<file path="src/rtl/proc_controller.sv">
// -----------------------------------------------------------------------------
// proc_controller
//
// Fetch/decode/execute controller for the ProjectB processor. It requests PC
// increments, captures each ROM word into the instruction register and
// sequences the data memory, register file and ALU strobes for every opcode.
// Moore FSM: all datapath controls are decoded from the current state and IR.
//
// Optional feature macro: FETCH_WAIT_EN
//   defined   -> an FWAIT state (code 11) is inserted before every FETCH so a
//                ROM with 2-cycle read latency can be used.
//   undefined -> FWAIT is unreachable and code 11 falls back to INIT.
//
// Ports
//   clk        in   system clock, rising edge
//   clear      in   synchronous active-high reset
//   instr      in   [15:0] instruction ROM read data (registered read of pc_addr)
//   pc_addr    in   [7:0]  current PC value, status only
//   pc_up      out  PC increment request (FETCH)
//   pc_clr     out  PC clear request (INIT)
//   ir         out  [15:0] instruction register
//   d_addr     out  [7:0]  data memory address
//   d_wr       out  data memory write enable
//   rf_s       out  register file write-data select (1 = memory, 0 = ALU)
//   rf_w_addr  out  [3:0]  register file write address
//   rf_w_en    out  register file write enable
//   rf_ra_addr out  [3:0]  register file read port A address
//   rf_rb_addr out  [3:0]  register file read port B address
//   alu_s0     out  [2:0]  ALU function (0 pass A, 1 A+B, 2 A-B)
//   state      out  [3:0]  current state encoding
//   halted     out  high while in HALT
// -----------------------------------------------------------------------------
module proc_controller (
  input  logic        clk,
  input  logic        clear,
  input  logic [15:0] instr,
  input  logic [7:0]  pc_addr,
  output logic        pc_up,
  output logic        pc_clr,
  output logic [15:0] ir,
  output logic [7:0]  d_addr,
  output logic        d_wr,
  output logic        rf_s,
  output logic [3:0]  rf_w_addr,
  output logic        rf_w_en,
  output logic [3:0]  rf_ra_addr,
  output logic [3:0]  rf_rb_addr,
  output logic [2:0]  alu_s0,
  output logic [3:0]  state,
  output logic        halted
);

  typedef enum logic [3:0] {
    S_INIT   = 4'd0,
    S_WAIT   = 4'd1,
    S_FETCH  = 4'd2,
    S_DECODE = 4'd3,
    S_NOOP   = 4'd4,
    S_LOAD_A = 4'd5,
    S_LOAD_B = 4'd6,
    S_STORE  = 4'd7,
    S_ADD    = 4'd8,
    S_SUB    = 4'd9,
    S_HALT   = 4'd10,
    S_FWAIT  = 4'd11
  } state_t;

  // State entered whenever a new fetch is about to start.
`ifdef FETCH_WAIT_EN
  localparam state_t S_REFETCH = S_FWAIT;
`else
  localparam state_t S_REFETCH = S_FETCH;
`endif

  state_t      state_q, state_d;
  logic [15:0] ir_q, ir_d;

  // The PC value is only informational for this block.
  logic unused_pc_addr;
  assign unused_pc_addr = ^pc_addr;

  always_ff @(posedge clk) begin
    if (clear) begin
      state_q <= S_INIT;
      ir_q    <= 16'h0000;
    end else begin
      state_q <= state_d;
      ir_q    <= ir_d;
    end
  end

  // Next-state and IR capture.
  always_comb begin
    state_d = S_INIT;
    ir_d    = ir_q;
    case (state_q)
      S_INIT:   state_d = S_WAIT;
      S_WAIT:   state_d = S_REFETCH;
`ifdef FETCH_WAIT_EN
      S_FWAIT:  state_d = S_FETCH;
`endif
      S_FETCH: begin
        state_d = S_DECODE;
        ir_d    = instr;
      end
      S_DECODE: begin
        case (ir_q[15:12])
          4'd1:    state_d = S_STORE;
          4'd2:    state_d = S_LOAD_A;
          4'd3:    state_d = S_ADD;
          4'd4:    state_d = S_SUB;
          4'd5:    state_d = S_HALT;
          default: state_d = S_NOOP;   // opcode 0 and 6..15
        endcase
      end
      S_LOAD_A: state_d = S_LOAD_B;
      S_NOOP, S_LOAD_B, S_STORE, S_ADD, S_SUB: state_d = S_REFETCH;
      S_HALT:   state_d = S_HALT;
      default:  state_d = S_INIT;      // unused codes recover to INIT
    endcase
  end

  // Moore output decode.
  always_comb begin
    pc_up      = 1'b0;
    pc_clr     = 1'b0;
    d_addr     = 8'h00;
    d_wr       = 1'b0;
    rf_s       = 1'b0;
    rf_w_addr  = 4'h0;
    rf_w_en    = 1'b0;
    rf_ra_addr = 4'h0;
    rf_rb_addr = 4'h0;
    alu_s0     = 3'd0;
    halted     = 1'b0;
    case (state_q)
      S_INIT:  pc_clr = 1'b1;
      S_FETCH: pc_up  = 1'b1;
      S_STORE: begin
        d_addr     = ir_q[11:4];
        rf_ra_addr = ir_q[3:0];
        alu_s0     = 3'd0;           // pass A straight to memory
        d_wr       = 1'b1;
      end
      S_LOAD_A, S_LOAD_B: begin
        d_addr    = ir_q[11:4];
        rf_s      = 1'b1;
        rf_w_addr = ir_q[3:0];
        // Write only in the second cycle, once memory data has settled.
        rf_w_en   = (state_q == S_LOAD_B);
      end
      S_ADD, S_SUB: begin
        rf_ra_addr = ir_q[11:8];
        rf_rb_addr = ir_q[7:4];
        rf_w_addr  = ir_q[3:0];
        alu_s0     = (state_q == S_ADD) ? 3'd1 : 3'd2;
        rf_w_en    = 1'b1;
      end
      S_HALT:  halted = 1'b1;
      default: ;
    endcase
  end

  assign ir    = ir_q;
  assign state = state_q;

endmodule

</file>
<file path="config.mk">
export PLATFORM = sky130hd
export DESIGN_NAME = proc_controller
export DESIGN_NICKNAME = d
export VERILOG_FILES = /design/src/rtl/proc_controller.sv
export SDC_FILE = /design/constraint.sdc
export NUM_CORES = 1
export LEC_CHECK = 0
export BUFFER_PORTS_ARGS = -buffer_cell sky130_fd_sc_hd__buf_2
export CAP_MARGIN = 30
export CORE_MARGIN = 2
export CORE_UTILIZATION = 38
export CTS_CLUSTER_SIZE = 28
export DETAILED_ROUTE_END_ITERATION = 8
export GPL_TIMING_DRIVEN = 0
export PLACE_DENSITY_LB_ADDON = 0.12
export SYNTH_ARGS = -nofsm -noshare
export SYNTH_HDL_FRONTEND = slang
export SYNTH_SLANG_ARGS = --single-unit
</file>
<file path="constraint.sdc">
create_clock -name clk -period 1.7 [get_ports clk]
set_input_delay 0.085 -clock clk [delete_from_list [all_inputs] [get_ports clk]]
set_output_delay 0.085 -clock clk [all_outputs]
set_load 0.05 [all_outputs]
</file>
==> metrics.md, run 1 <==
| Metric | Value |
|---|---|
| Pin count of the biggest net entering global routing | 13 |
| Site Rows | 19 |
| Flops & latches, synth | 20 |
| Cell family with most CP delay | simple AND/OR/NAND/NOR gates |
| CP Depth | 5 |
| Post-synthesis cell area | roughly 1100 µm² |
| Switching power | 0.549 mW |
| Gate power share | 35.9% |
| PnR worst setup slack | -0.0979 ns |
| Top post-synthesis cells by area | dfxtp_1 (37%), nand2_1 (12%), and2_1 (8.1%) |
| Fillers | roughly 210 |
| Failing checks | hold timing, setup timing |
| CP max FO | 5 |
| Async SR Flop Fraction | 0% |
| GRT Util Overall | between 20% and 30% |
| RSZ-0062 raised after global routing | true |
| Commonest cells post-synth | nand2_1 (34), dfxtp_1 (20), a21oi_1 (16), and2_1 (14), nor2_1 (6) |
| Diodes inserted | 0 |
| CTS Buf Count | 3 |
| Vias post-DR | roughly 1300 |
| Register area share after synthesis | between 30% and 40% |
| Crit share post-route | 106% |
| Avg WL per Cell | between 10 and 15 µm |
| Endpoint type of the worst setup path | output pin |
| Slew Limit Fails | 0 |
| Worst EP arrival | roughly 1.7 ns |
| Final Skew | approximately 0.008 ns |
| Status | finished, violations left |
| IO buf count | 65 |
| Clock Latency Late Sink | slightly above 0.3 ns |
| Crit Path Class | reg2out |
| TritonCTS clock tree | built |
| Layout cells sized above 1 | 57.6% |
| Post-DP Area | ~1600 µm² |
| Finished Cell Area | between 1500 and 2000 µm² |
| Root buf cell | clkbuf_4 |
| Synth cell types | 32 |
| Antenna violations before repair | 0 |
| Hold Worst Slack | -0.000297 ns |
| CP Buf/Inv Count | 2 |
| Core area | around 2700 µm² |
| Leakage | about 0.86 nW |
| Internal Power | between 0.9 and 1 mW |
| Hold Path Depth | 3 |
| Fin nets | ~250 |
| Antenna Nets Post-Route | 0 |
| Post-synth EDFFs | 0 |
| DP Wirelength | 2480 µm |
| MaxCap Viol Count | 0 |
| Residual overflow from global routing | 0 |
| Clk network pwr share | between 20 and 30% |
| Wirelength, routed | approximately 3600 µm |
| Top_reg_cell synth | dfxtp_1 |
| Setup TNS | -0.410 ns |
| Sequential share of power | roughly 37% |
| Detailed-route DRC error count | 0 |
| Drt via density | between 5 and 6 |
| Net Sw Frac | between 30 and 40% |
| F_max | 556 MHz |
| Final min period | 1.80 ns |
| I/O Pins | 75 |
| Synth top area share | ~37% |
| Crit path largest cell delay | about 0.46 ns |
| Avg Synthesized Cell Area | between 7 and 8 µm² |
| Post-Synthesis Cells | between 100 and 150 |
| Area leader, netlist | dfxtp_1 |
| DP Worst Slack | -0.203 ns |
| DIE WIDTH | 57.4 µm |
| Area delta synth->final | 83.4% |
| # setup viols final | 5 |
| CP cell instances | buf_8, nand2b_4, or3b_4, a21boi_4, buf_6 |
| Critical Path RT | around 1.6 ns |
| Cell area power density | 748 nW/µm² |
| Vias in the first global route | approximately 1200 |
| Syn_nets | 166 |
| Clk slew on worst S/H paths | ~0.13 ns |
| Peak VDD IR | about 0.61 mV |
| Slowest-stage cell, CP | or3b_4 |
| Worst-margin pin slew | 0.541 ns |
| Die area | approximately 3300 µm² |
| H-tree levels | 1 |
| CP startpoint kind | register |
| Synth Warn # | 0 |
| Die Ht | around 57 µm |
| Top-count cell post-synth | nand2_1 |
| 1st-pass router iterations | 4 |
| Hold Vio Cnt, Final | 1 |
| Starting density of the core | ~40% |
| Max Buffers Root-to-Sink | 2 |
| R2R depth | 6 |
| First-pass GRT wire length | around 5300 µm |
| # clock sinks | 20 |
| Slew HR | between 60% and 70% |
| RePlAce Congestion | 0.787 |
| HP Class | in2reg |
| Initial DRC count | 54 |
tightest hold or removal path: stages:
cell and delay, ns:
buf_2 0.10, nand2_1 0.05, a21oi_1 0.05
metal layers:
metal	wire [µm]	share of wire (%)	up-vias	track usage [%]
li1	-	-	648	-
met1	1500	42	642	26.1
met2	1860	52	49	34.9
met3	221	6.1	2	3.85
met4	14	0.39	0	3.99
met5	0	0	-	0
cell families (layout without fill, tap and decap cells):
group                     Yosys count  count (layout)  synth area share, %
buffers and inverters              11              93                 7.16
xor gates and xnor gates            1               1                0.808
other                               1               1                0.346
AOI/OAI and AO/OA                  35              35                 21.2
DFF                                20              20                 37.0
and+or+nand+nor                    72              74                 33.5
per-stage QoR:
step	total power, mW	utilization, %	instances
4_1_cts	1.44	67.7	250
5_1_grt	1.55	72.7	255
2_1_floorplan	0.903	-	140
3_3_place_gp	1.00	57.7	236
6_report	1.49	72.7	255
3_5_place_dp	1.01	57.7	236
worst paths after layout:
kind | from | slack, ns | to
max reg2reg | state[2] | 0.07 | ir[10]
min reg2reg | ir[6] | 0.49 | ir[6]
min | instr[15] | -0.0003 | ir[15]
max | state[3] | -0.1 | rf_w_addr[1]
layout by cell type (no fill, tap or decap), types with 6 or more instances in the layout:
cell type  synthesis  layout
buf_2              1      40
buf_8              1       6
a21oi_1           16      16
nor2_4             0       6
nand2_1           34      34
buf_6              2      14
dfxtp_1           20      16
and2_2             0       9
buf_4              1      18
what timing repair did:
action / CTS / global route
endpoints found under the setup margin: 25 / 36
pin swaps: 4 / 9
hold buffers: 3 / 2
resized for setup: 47 / 30
endpoints found under the hold margin: 3 / 2
setup buffers: 9 / 1
cloned: 0 / 2
registers in the layout, indices dropped and copies added, names as in the netlist:
register and flops:
ir 16, state 4
area by class of cell:
class	count	area, µm²	area share, %
multi-input cells	111	792	39.9
well taps	31	38.8	1.95
plain buffers	8	77.6	3.90
inverters	1	16.3	0.819
flip-flops and latches	20	405	20.4
repair buffers	80	604	30.4
clock inverters	1	30.0	1.51
clock buffers	3	22.5	1.13
power groups by stage:
stage	clock (mW)	sequential, mW	combinational [mW]
finish	0.400	0.552	0.534
global route	0.424	0.558	0.564
CTS	0.393	0.550	0.497
detailed placement	0	0.560	0.450
global placement	0	0.557	0.444
floorplan	0	0.677	0.226
No activity file was read; power rests on OpenSTA's default activity.
==> run 2: changes to the inputs <==
CORE_MARGIN = unset   (was 2)
PLACE_DENSITY_LB_ADDON = 0.3   (was 0.12)
==> run 2 against run 1 <==
The run ends with setup timing left. Clock skew is essentially flat. Final area grew 1.7%. Sequential cell count is the same. Sequential share of layout area shrank 0.34 points. Combinational power is essentially flat. Hold slack gained 0.0024 ns.
==> metrics.md, run 2 (synthesized netlist as in run 1, its figures left out) <==
| Metric | Value |
|---|---|
| Die Ht | 55.4 µm (-3.5%) |
| CTS Buf Count | 3 (unchanged) |
| M1 GR Usage | 25.0% (-1.2 points) |
| DIE WIDTH | 55.4 µm (-3.5%) |
| Setup TNS | -0.291 ns (+0.119 ns) |
| Cell area power density | 733 nW/µm² (-2.0%) |
| Avg WL per Cell | 13.6 µm (-3.5%) |
| Site Rows | 19 (unchanged) |
| Clk slew on worst S/H paths | 0.12 ns (about the same) |
| Max reg flops | 16 (unchanged) |
| RSZ-0062 raised after global routing | true |
| Vias post-DR | 1325 (-1.2%) |
| Drt via density | 5.08 (-3.5%) |
| Vias in the first global route | 1166 (+0.78%) |
| Critical Path RT | 1.62 ns (about the same) |
| Clock Latency Late Sink | 0.31 ns (about the same) |
| Core area | 2730 µm² (unchanged) |
| DP Wirelength | 2180 µm (-12%) |
| Final min period | 1.79 ns (-0.00908 ns) |
| Most frequent cells in the layout | buf_2 (41), nand2_1 (34), buf_4 (20) |
| Crit share post-route | 105% (-0.53 points) |
| Final Skew | 0.00829 ns (+0.000281 ns) |
| Layout cells sized above 1 | 57.0% (-0.63 points) |
| Status | finished, violations left |
| 1st-pass router iterations | 4 (unchanged) |
| I/O Pins | 75 (unchanged) |
| Area delta synth->final | 86.5% |
| Grt met3 use | 4.92% (+1.1 points) |
| Fin nets | 257 (+2.4%) |
| Root buf cell | clkbuf_4 |
| Leakage | 0.880 nW (+2.2%) |
| Starting density of the core | 39.6% (unchanged) |
| CP cell instances | buf_8, nand2b_4, or3b_4, a21boi_4, buf_6 |
| Endpoint type of the worst setup path | output pin |
| Cell family with most CP delay | simple AND/OR/NAND/NOR gates |
| First-pass GRT wire length | 5110 µm (-3.4%) |
| Layer carrying the most global-route usage | met2 |
| M2 GR Usage | 36.3% (+1.4 points) |
| # clock sinks | 20 (unchanged) |
| PnR worst setup slack | -0.0888 ns (+0.00908 ns) |
| RePlAce Congestion | 0.709 (-9.8%) |
| Crit Path Class | reg2out |
| CP startpoint kind | register |
| Die area | 3070 µm² (-6.8%) |
| Final core utilization | 73.9% (+1.2 points) |
| MaxCap Viol Count | 0 (unchanged) |
| Commonest non-fill, non-tap cell in the layout | buf_2 |
| GRT Util Overall | 20.2% (+0.069 points) |
| Slew Limit Fails | 0 (unchanged) |
| Crit path largest cell delay | 0.45 ns (about the same) |
| CP Buf/Inv Count | 2 (unchanged) |
| IO buf count | 65 (unchanged) |
| Slowest-stage cell, CP | or3b_4 |
| Antenna Nets Post-Route | 0 (unchanged) |
| TritonCTS clock tree | built |
| Peak VDD IR | 0.727 mV (+19%) |
| Initial DRC count | 28 (-48%) |
| # setup viols final | 5 (unchanged) |
| Detailed-route DRC error count | 0 (unchanged) |
| Finished Cell Area | 2020 µm² (+1.7%) |
| Hold Vio Cnt, Final | 0 (-1) |
| CP max FO | 5 (unchanged) |
| Pin count of the biggest net entering global routing | 18 (+5) |
| Diodes inserted | 0 (unchanged) |
| F_max | 559 MHz (+0.51%) |
| Hold Worst Slack | 0.00211 ns (+0.00240 ns) |
| Antenna violations before repair | 0 (unchanged) |
| Residual overflow from global routing | 0 (unchanged) |
| Wirelength, routed | 3550 µm (-1.2%) |
| Failing checks | setup timing |
| HP Class | in2reg |
| Post-DP Area | 1580 µm² (unchanged) |
| DP Worst Slack | -0.171 ns (+0.0325 ns) |
| Max Buffers Root-to-Sink | 2 (unchanged) |
| H-tree levels | 1 (unchanged) |
| Worst EP arrival | 1.70 ns (about the same) |
==> run 2: cell count changes in the layout (fill, tap and decap cells not counted), sizes merged <==
cell and change:
dlygate4sd3 +4, buf +1, clkbuf +1
==> run 2: tightest hold or removal path, cell delays in order <==
cell and delay (ns):
buf_2 0.09, nand2_1 0.04, a21oi_1 0.05
==> run 2: area by class of cell <==
class | count | area, µm²
clock inverter | 1 | 30.0
fill | 197 | 713
buffer | 8 | 67.6
inverter | 1 | 16.3
timing repair buffer | 86 | 649
sequential | 20 | 405
tap | 31 | 38.8
multi-input combinational | 111 | 791
clock buffer | 3 | 22.5
==> run 2: per-stage QoR <==
stage | total power [mW] | cells
floorplan | 0.903 | 140
global placement | 0.999 | 236
detailed placement | 1.01 | 236
CTS | 1.42 | 249
global route | 1.54 | 261
finish | 1.48 | 261
==> run 2: worst paths after layout <==
| check | start | to | slack, ns | depth (start not counted) |
|---|---|---|---|---|
| worst max register to register | state[2] | ir[7] | 0.06 | 6 |
| worst min register to register | ir[4] | ir[4] | 0.49 | 2 |
| worst max-delay path | state[3] | rf_w_addr[3] | -0.09 | 5 |
| worst min-delay path | instr[12] | ir[12] | 0.002 | 3 |
==> run 2: what timing repair did <==
action                                 in CTS  in global routing
resized for setup                          25                 61
hold buffers                                6                  3
endpoints found under the hold margin       6                  3
pin swaps                                   2                  9
gates cloned                                0                  2
buffers inserted                            5                  7
setup endpoints to repair                  25                 25
==> run 2: routing by layer <==
layer  vias to the layer above  wire [µm]
met5                         -          0
met4                         0         31
met3                         4        171
met2                        45       1830
met1                       620       1510
li1                        656          -
==> run 2: where the power goes <==
part	leakage, nW	internal (mW)	switching [mW]
Combinational	0.687	0.193	0.342
Sequential	0.164	0.507	0.0453
Clock	0.0279	0.238	0.155
==> run 3: changes to the inputs <==
PLACE_DENSITY = 0.74   (was unset)
PLACE_DENSITY_LB_ADDON = unset   (was 0.3)
==> run 3 against run 2 <==
Hold slack better by 0.0082 ns. Via count is 0.60% lower. Power shrank 0.47%. Count of clock-buffer cells in the layout stayed put. Sequential share of layout area rose by 1.0 points. Critical path type unchanged. Wire length shrank 0.17%. Non-clock buffer count decreased by 7. The flow still finishes with violations (setup timing). Setup slack better by 0.017 ns. Critical path depth stayed put. Global-route usage is 1.6 points higher.
==> metrics.md, run 3 (synthesized netlist as in run 1, its figures left out) <==
| Metric | Value |
|---|---|
| Status | finished, violations left |
| Failing checks | setup timing |
| Crit share post-route | 104% (-1.0 points) |
| Most frequent cells in the layout | buf_2 (41), nand2_1 (34), buf_4 (25) |
| Finished Cell Area | 1920 µm² (-5.0%) |
| Clock Latency Late Sink | 0.29 ns (-0.02 ns) |
| TritonCTS clock tree | built |
| CP cell instances | buf_8, nand2b_4, or3b_4, a21boi_4, buf_6 |
| Initial DRC count | 44 (+57%) |
| RSZ-0062 raised after global routing | true |
| Overall power | 1.47 mW (-0.47%) |
| Site Rows | 19 (unchanged) |
| Vias post-DR | 1317 (-0.60%) |
| Slowest-stage cell, CP | or3b_4 |
| Die area | 3070 µm² (unchanged) |
| Critical Path RT | 1.62 ns (about the same) |
| Avg WL per Cell | 14.0 µm (+2.6%) |
| MaxCap Viol Count | 0 (unchanged) |
| Hold Vio Cnt, Final | 0 (unchanged) |
| Endpoint type of the worst setup path | output pin |
| GRT Util Overall | 21.8% (+1.6 points) |
| # clock sinks | 20 (unchanged) |
| Final min period | 1.77 ns (-0.0174 ns) |
| HP Class | in2reg |
| Residual overflow from global routing | 0 (unchanged) |
| Layout cells sized above 1 | 58.7% (+1.8 points) |
| DIE WIDTH | 55.4 µm (unchanged) |
| Cell family with most CP delay | simple AND/OR/NAND/NOR gates |
| Antenna Nets Post-Route | 0 (unchanged) |
| Core area | 2730 µm² (unchanged) |
| I/O Pins | 75 (unchanged) |
| DP Worst Slack | -0.161 ns (+0.0101 ns) |
| Crit Path Class | reg2out |
| Cell area power density | 767 nW/µm² (+4.7%) |
| Wirelength, routed | 3540 µm (-0.17%) |
| Peak VDD IR | 0.571 mV (-21%) |
| Worst-margin pin slew | around 0.5 ns |
| Area delta synth->final | 77.3% |
| Starting density of the core | 39.6% (unchanged) |
| Hold Worst Slack | 0.0103 ns (+0.00819 ns) |
| H-tree levels | 1 (unchanged) |
| Commonest non-fill, non-tap cell in the layout | buf_2 |
| RePlAce Congestion | 0.790 (+11%) |
| F_max | 565 MHz (+0.98%) |
| Final core utilization | 70.3% (-3.7 points) |
| Crit path largest cell delay | 0.45 ns (about the same) |
| Post-DP Area | 1580 µm² (unchanged) |
| Drt via density | 5.19 (+2.1%) |
| Final Skew | 0.00598 ns (-0.00230 ns) |
| Clk slew on worst S/H paths | 0.12 ns (about the same) |
| Die Ht | 55.4 µm (unchanged) |
| IO buf count | 65 (unchanged) |
| Fillers | 219 (+11%) |
| Fin nets | 250 (-2.7%) |
| Leakage | 0.850 nW (-3.3%) |
| PnR worst setup slack | -0.0713 ns (+0.0174 ns) |
| Diodes inserted | 0 (unchanged) |
| Vias in the first global route | 1192 (+2.2%) |
| CP Buf/Inv Count | 2 (unchanged) |
| Root buf cell | clkbuf_4 |
| Pin count of the biggest net entering global routing | 13 (-5) |
| Worst EP arrival | 1.69 ns (about the same) |
| # setup viols final | 5 (unchanged) |
| 1st-pass router iterations | 4 (unchanged) |
| Detailed-route DRC error count | 0 (unchanged) |
| Antenna violations before repair | 0 (unchanged) |
| Max reg flops | 16 (unchanged) |
| CTS Buf Count | 3 (unchanged) |
| Max Buffers Root-to-Sink | 2 (unchanged) |
| Slew Limit Fails | 0 (unchanged) |
| Slew HR | about two thirds |
| DP Wirelength | 2360 µm (+8.2%) |
| First-pass GRT wire length | 5440 µm (+6.6%) |
| CP max FO | 5 (unchanged) |
| CP startpoint kind | register |
-- run 3: stage by stage --
stage                     cells  setup TNS [ns]
final                       254          -0.273
after global routing        254          -0.582
after CTS                   245           -1.53
after detailed placement    236           -2.02
after global placement      236          -0.874
after floorplan             140               0
-- run 3: per-layer routing --
metal	vias up	part of all wire (%)	GRT usage, %
li1	637	-	-
met1	631	40	26.4
met2	45	53	39.9
met3	4	5.2	1.41
met4	0	1.1	8.57
met5	-	0	0
-- run 3: timing repair --
item,4_1_cts,5_1_grt
pin swaps,2,5
gates cloned,0,2
endpoints found under the setup margin,25,25
hold buffers,2,0
setup buffers,4,8
endpoints found under the hold margin,2,0
gates resized for setup,37,23
-- run 3: path summary, 6_finish.rpt --
kind                            startpoint           end  slack [ns]  cells after the start
worst max register to register    state[2]         ir[0]        0.04                      7
worst min-delay path              instr[6]         ir[6]        0.01                      3
worst min register to register       ir[4]         ir[4]        0.49                      2
worst max-delay path              state[3]  rf_w_addr[3]       -0.07                      5
-- run 3: layout make-up --
class | instances | area [µm²] | area share (%)
sequential | 20 | 405 | 21.1
timing repair buffer | 79 | 547 | 28.5
tap | 31 | 38.8 | 2.02
buffer | 8 | 75.1 | 3.91
inverter | 1 | 16.3 | 0.847
clock inverter | 1 | 30.0 | 1.56
multi-input combinational | 111 | 786 | 40.9
clock buffer | 3 | 22.5 | 1.17
-- run 3: worst reg2reg max path: stages, from the launching register on --
cell and delay (ns):
dfxtp_2 0.34, buf_6 0.14, or4b_4 0.59, clkinv_8 0.10, buf_4 0.11, buf_4 0.12, nand2_1 0.06, a21oi_1 0.13
-- run 3: where the power goes --
part | switching [mW] | internal (mW) | leakage [nW]
Clock | 0.147 | 0.238 | 0.0279
Combinational | 0.349 | 0.191 | 0.658
Sequential | 0.0421 | 0.507 | 0.164
